[config.mk]
export PLATFORM = sky130hd
export DESIGN_NAME = instruction_fetch
export DESIGN_NICKNAME = d
export VERILOG_FILES = /design/src/rtl/instruction_fetch.sv
export SDC_FILE = /design/constraint.sdc
export NUM_CORES = 1
export LEC_CHECK = 0
export ABC_AREA = 1
export CORE_ASPECT_RATIO = 1.2
export CORE_MARGIN = 3
export CORE_UTILIZATION = 48
export CTS_CLUSTER_SIZE = 25
export DETAILED_ROUTE_END_ITERATION = 6
export PLACE_DENSITY = 0.76
export SYNTH_ARGS = -nofsm -noshare
export SYNTH_HDL_FRONTEND = slang
export SYNTH_SLANG_ARGS = --single-unit
[constraint.sdc]
create_clock -name Clock -period 1.68 [get_ports Clock]
set_clock_uncertainty 0.1 [all_clocks]
set_input_delay 0.336 -clock Clock [delete_from_list [all_inputs] [get_ports Clock]]
set_output_delay 0.336 -clock Clock [all_outputs]
set_load 0.02 [all_outputs]
[src/rtl/instruction_fetch.sv]
// Instruction fetch: single-outstanding request to instruction memory feeding a
// 2-entry instruction buffer, with branch redirect and stale-response dropping.
`timescale 1ns/1ps

module instruction_fetch #(
   parameter logic [15:0] RESET_PC = 16'h0000,
   parameter int          DEPTH    = 2
) (
   input  logic        Clock,
   input  logic        ResetN,
   output logic        IMemReq,
   output logic [15:0] IMemAddr,
   input  logic        IMemAck,
   input  logic [15:0] IMemData,
   input  logic        BranchTaken,
   input  logic [15:0] BranchTarget,
   input  logic        InstrReady,
   output logic        InstrValid,
   output logic [15:0] Instr,
   output logic [15:0] InstrPC,
   output logic [3:0]  Opcode
);

   localparam int PTR_W = (DEPTH > 1) ? $clog2(DEPTH) : 1;
   localparam int CNT_W = $clog2(DEPTH + 1);
   localparam logic [CNT_W-1:0] FULL_COUNT = CNT_W'(DEPTH);

   typedef enum logic [1:0] {
      IDLE = 2'd0,
      REQ  = 2'd1,
      DROP = 2'd2
   } fetchStateT;

   fetchStateT       state, nextState;
   logic [15:0]      pc;
   logic [15:0]      staleAddr;
   logic [CNT_W-1:0] count;
   logic [CNT_W-1:0] countAfter;
   logic [PTR_W-1:0] rdPtr, wrPtr;
   logic [15:0]      bufInstr [DEPTH];
   logic [15:0]      bufPC    [DEPTH];
   logic             doPush;
   logic             doPop;

   // A branch flushes the buffer, so both the push and the occupancy outlook yield to it.
   assign doPop      = (count != '0) && InstrReady;
   assign doPush     = (state == REQ) && IMemAck && !BranchTaken;
   assign countAfter = BranchTaken ? '0 : (count + CNT_W'(doPush) - CNT_W'(doPop));

   // NOTE: sequential state uses non-blocking assignments so every register
   // samples pre-edge values regardless of process ordering.
   always_ff @(posedge Clock or negedge ResetN) begin
      if (!ResetN) state <= IDLE;
      else         state <= nextState;
   end

   always_comb begin
      // NOTE: default to holding state so no path through the case infers a latch.
      nextState = state;
      unique case (state)
         IDLE: if (countAfter < FULL_COUNT) nextState = REQ;
         REQ: begin
            if (BranchTaken)  nextState = IMemAck ? IDLE : DROP;
            else if (IMemAck) nextState = (countAfter < FULL_COUNT) ? REQ : IDLE;
         end
         DROP: if (IMemAck) nextState = IDLE;
         default: nextState = IDLE;
      endcase
   end

   // In DROP the PC already points at the branch target, so the address of the
   // abandoned request is presented from its own register until it is acked.
   always_comb begin
      IMemReq  = (state != IDLE);
      IMemAddr = (state == DROP) ? staleAddr : pc;
   end

   always_ff @(posedge Clock or negedge ResetN) begin
      if (!ResetN) begin
         pc        <= RESET_PC;
         staleAddr <= RESET_PC;
      end else begin
         if (BranchTaken) pc <= BranchTarget;
         else if (doPush) pc <= pc + 16'd1;
         if ((state == REQ) && BranchTaken && !IMemAck) staleAddr <= pc;
      end
   end

   // NOTE: the buffer entries are reset because the head drives Instr/InstrPC,
   // which must read zero while in reset.
   always_ff @(posedge Clock or negedge ResetN) begin
      if (!ResetN) begin
         count <= '0;
         rdPtr <= '0;
         wrPtr <= '0;
         for (int i = 0; i < DEPTH; i++) begin
            bufInstr[i] <= '0;
            bufPC[i]    <= '0;
         end
      end else if (BranchTaken) begin
         count <= '0;
         rdPtr <= '0;
         wrPtr <= '0;
      end else begin
         if (doPush) begin
            bufInstr[wrPtr] <= IMemData;
            bufPC[wrPtr]    <= pc;
            wrPtr           <= wrPtr + PTR_W'(1);
         end
         if (doPop) rdPtr <= rdPtr + PTR_W'(1);
         count <= countAfter;
      end
   end

   assign InstrValid = (count != '0);
   assign Instr      = bufInstr[rdPtr];
   assign InstrPC    = bufPC[rdPtr];
   assign Opcode     = Instr[15:12];

endmodule

==> flow_metrics.env, run 1 <==
export IMPL_cp_arrival_ps=1490
export IMPL_drcViolationCount=0
export IMPL_initial_utilization_pct=49.44
export IMPL_hold_viol_final=0
export IMPL_postRouteAntennaNets=0
export IMPL_finalNetCount=843
export IMPL_synthesis_nets=675
export IMPL_worstPathRequired_ps=1240
export IMPL_fillers=492
export IMPL_clk_latency_ps=350
export IMPL_dr_wl_met3_um=1110
export IMPL_die_h_um=117.8
export IMPL_grt_max_degree=103
export IMPL_power_leakage_nw=4.093
export IMPL_rows=40
export IMPL_yosysWarningCount=0
export IMPL_highest_layer="met4"
export IMPL_yosysUniqueCellTypes=30
export IMPL_status="finished, violations left"
export IMPL_start_kind="flop"
export IMPL_peakVddDrop_v=0.0008694
export IMPL_pre_cts_ws_ps=-552.2
export IMPL_wl_met2_um=10080
export IMPL_worst_pin_slew_ps=580.0
export IMPL_track_usage_pct=23.63
export IMPL_syn_area_per_cell_um2=7.872
export IMPL_grt_setup_unrepaired="yes"
export IMPL_drt_total_wl_um=19060
export IMPL_crit_top_cell="nand2_4"
export IMPL_drive_gt1_share_pct=48.57
export IMPL_dr_first_iter_drc_count=326
export IMPL_slew_headroom_pct=61.34
export IMPL_path_max_fanout=6
export IMPL_grt_pass1_wl_um=22410
export IMPL_cts_root_buf="clkbuf_16"
export IMPL_io_buffer_count=90
export IMPL_synth_simple_area_share_pct=25.61
export IMPL_coreArea_um2=10110
export IMPL_cts_buffers=9
export IMPL_ys_seq_area_share_pct=51.06
export IMPL_endpoint_kind="output port"
export IMPL_fmax_mhz=520.5
export IMPL_die_w_um=99.16
export IMPL_grt_overflow=0
export IMPL_r2r_cells=13
export IMPL_vias=5238
export IMPL_cap_violations=0
export IMPL_max_stage_delay_ps=440
export IMPL_cts_sinks=102
export IMPL_dp_hpwl_um=8498
export IMPL_power_density_nw_per_um2=1802
export IMPL_cts_buffer_depth=2
export IMPL_min_period_over_period_pct=114.4
export IMPL_syn2layout_area_growth_pct=71.94
export IMPL_path_clk_slew_ps=70
export IMPL_hold_path_class="reg -> reg"
export IMPL_finalWorstSetupSlack_ps=-241.3
export IMPL_die_area_um2=11680
export IMPL_synth_xor_area_share_pct=0.7009
export IMPL_hold_depth=2
export IMPL_final_area_um2=8594
export IMPL_grt_pass1_vias=4650
export IMPL_multiInputGateArea_um2=3162
export IMPL_wl_per_cell_um=20.43
export IMPL_pin_count=91
export IMPL_cts_tree="yes"
export IMPL_place_congestion=0.9137
export IMPL_synth_top_family_by_area="simple AND/OR/NAND/NOR gates"
export IMPL_drtPass1Iterations=5
export IMPL_slowest_stage="dfrtp_2"
export IMPL_avgViaCountPerCell=5.614
export IMPL_setup_violations=119
export IMPL_synth_seq_cells=102
export IMPL_wl_met1_um=7037
export IMPL_drv_slew=0
export IMPL_htreeDepth=3
export IMPL_postSynthCellCount=635
export IMPL_synthAdderAreaFrac_pct=0.7509
export IMPL_path_cells="clkinv_4 > buf_12 > buf_16 > nand2_4 > nand2_4 > buf_6"
export IMPL_register_area_um2=2554
export IMPL_violations="setup timing"
export IMPL_muxShareOfSynthArea_pct=0
export IMPL_netlist_area_um2=4999
export IMPL_antenna_found_initial=0
export IMPL_synth_compound_area_share_pct=13.57
export IMPL_crit_type="reg -> out"
export IMPL_finalSetupTns_ps=-14220
export IMPL_min_period_ps=1921
export IMPL_n_antenna_cell=0
export IMPL_placed_cell_area_um2=6422
cell type report:
class	count	area share, %
clock buffers	12	2.984
clock inverters	3	0.5095
multi-input cells	447	36.79
well taps	126	1.834
inverters	54	2.562
flip-flops and latches	102	29.71
repair buffers	189	25.61
Yosys cell counts, drive strengths merged:
cell | number | area, um2
clkinv | 2 | 8.750
o221ai | 1 | 8.760
or2 | 1 | 6.260
nor2 | 26 | 107.6
a31oi | 1 | 6.260
a21oi | 2 | 10.01
o21bai | 1 | 7.510
xor2 | 3 | 26.28
ha | 3 | 37.54
o211ai | 3 | 22.52
xnor2 | 1 | 8.760
dfrtp | 102 | 2552
nand3 | 21 | 117.6
nand4 | 4 | 25.02
o21ai | 108 | 623.1
nand2 | 270 | 1023
clkbuf | 13 | 52.55
inv | 52 | 195.2
buf | 21 | 158.9
timing repair:
action | CTS | global route
buffers inserted | 9 | 10
endpoints found under the setup margin | 57 | 131
endpoints found under the hold margin | 102 | 0
hold buffers | 1 | 0
resized for setup | 410 | 300
gates cloned | 4 | 18
pin swaps | 13 | 34
logic make-up (layout without fill, tap and decap cells):
| logic type | count (synthesis) | count (layout) |
|---|---|---|
| and+or+nand+nor | 322 | 324 |
| AOI/OAI and AO/OA | 116 | 116 |
| DFF | 102 | 102 |
| buffers and inverters | 88 | 258 |
| xor gates and xnor gates | 4 | 4 |
| adders and majority gates | 3 | 3 |
through the flow:
stage                     hold WS [ps]  instances  power [mW]  utilization (%)
after floorplan                 -59.59        635       7.173                -
after detailed placement         340.0        880       9.695            63.53
after global routing             412.8        933       16.14            85.01
after global placement           339.1        880       9.498            63.53
final                            397.4        933       15.49            85.01
after CTS                        384.2        909       12.58            70.92
worst paths after layout:
check | start | end | slack, ps
worst max-delay path | rdPtr | Instr[15] | -240
worst min-delay path | staleAddr[0] | staleAddr[0] | 400
worst max register to register | state[1] | state[0] | -210
worst min register to register | staleAddr[0] | staleAddr[0] | 400
max in group asynchronous | ResetN | rdPtr | 520
min in group asynchronous | ResetN | bufInstr[10] | 480
cell usage in the layout, fill, tap and decap left out, types with 3 or more instances in the layout:
master and count:
buf_16 5, nand2_4 89, buf_4 59, nand2_8 3, o21ai_1 15, buf_12 12, o21ai_4 10, clkdlybuf4s50_1 35
nand3_1 18, nor2_4 3, clkbuf_16 20, dfrtp_1 101, buf_6 63, inv_1 48, nand2_1 130, o21ai_0 28
nand4_1 4, inv_2 4, xor2_1 3, o21ai_2 55, nor2_1 21, nand2_2 50, o211ai_1 3
metal layers:
metal | track usage, % | up-vias
li1 | - | 2353
met1 | 30.39 | 2583
met2 | 40.21 | 242
met3 | 3.142 | 60
met4 | 9.137 | 0
met5 | 0 | -
worst max-delay path: cells and delay by family (launching register included):
| family | cells | cell delay (ps) |
|---|---|---|
| simple gates | 2 | 130 |
| buf+inv | 4 | 570 |
| flops | 1 | 440 |
power breakdown:
group	switching (mW)	internal [mW]	leakage, nW
registers	1.27	3.51	1.28
clock network	0.939	1.23	0.149
logic	4.38	4.16	2.66
sequential cells by signal, indices dropped and copies added (netlist names):
signal / cells
bufInstr: 32
bufPC: 32
count: 2
pc: 16
rdPtr: 1
staleAddr: 16
state: 2
wrPtr: 1
(Power assumes the default switching activity.)
==> inputs of run 2 (changes only) <==
Settings changed: CAP_MARGIN set to 15.
==> results of run 2 <==
The final DEF is identical to that of run 1; final timing and power are the same.
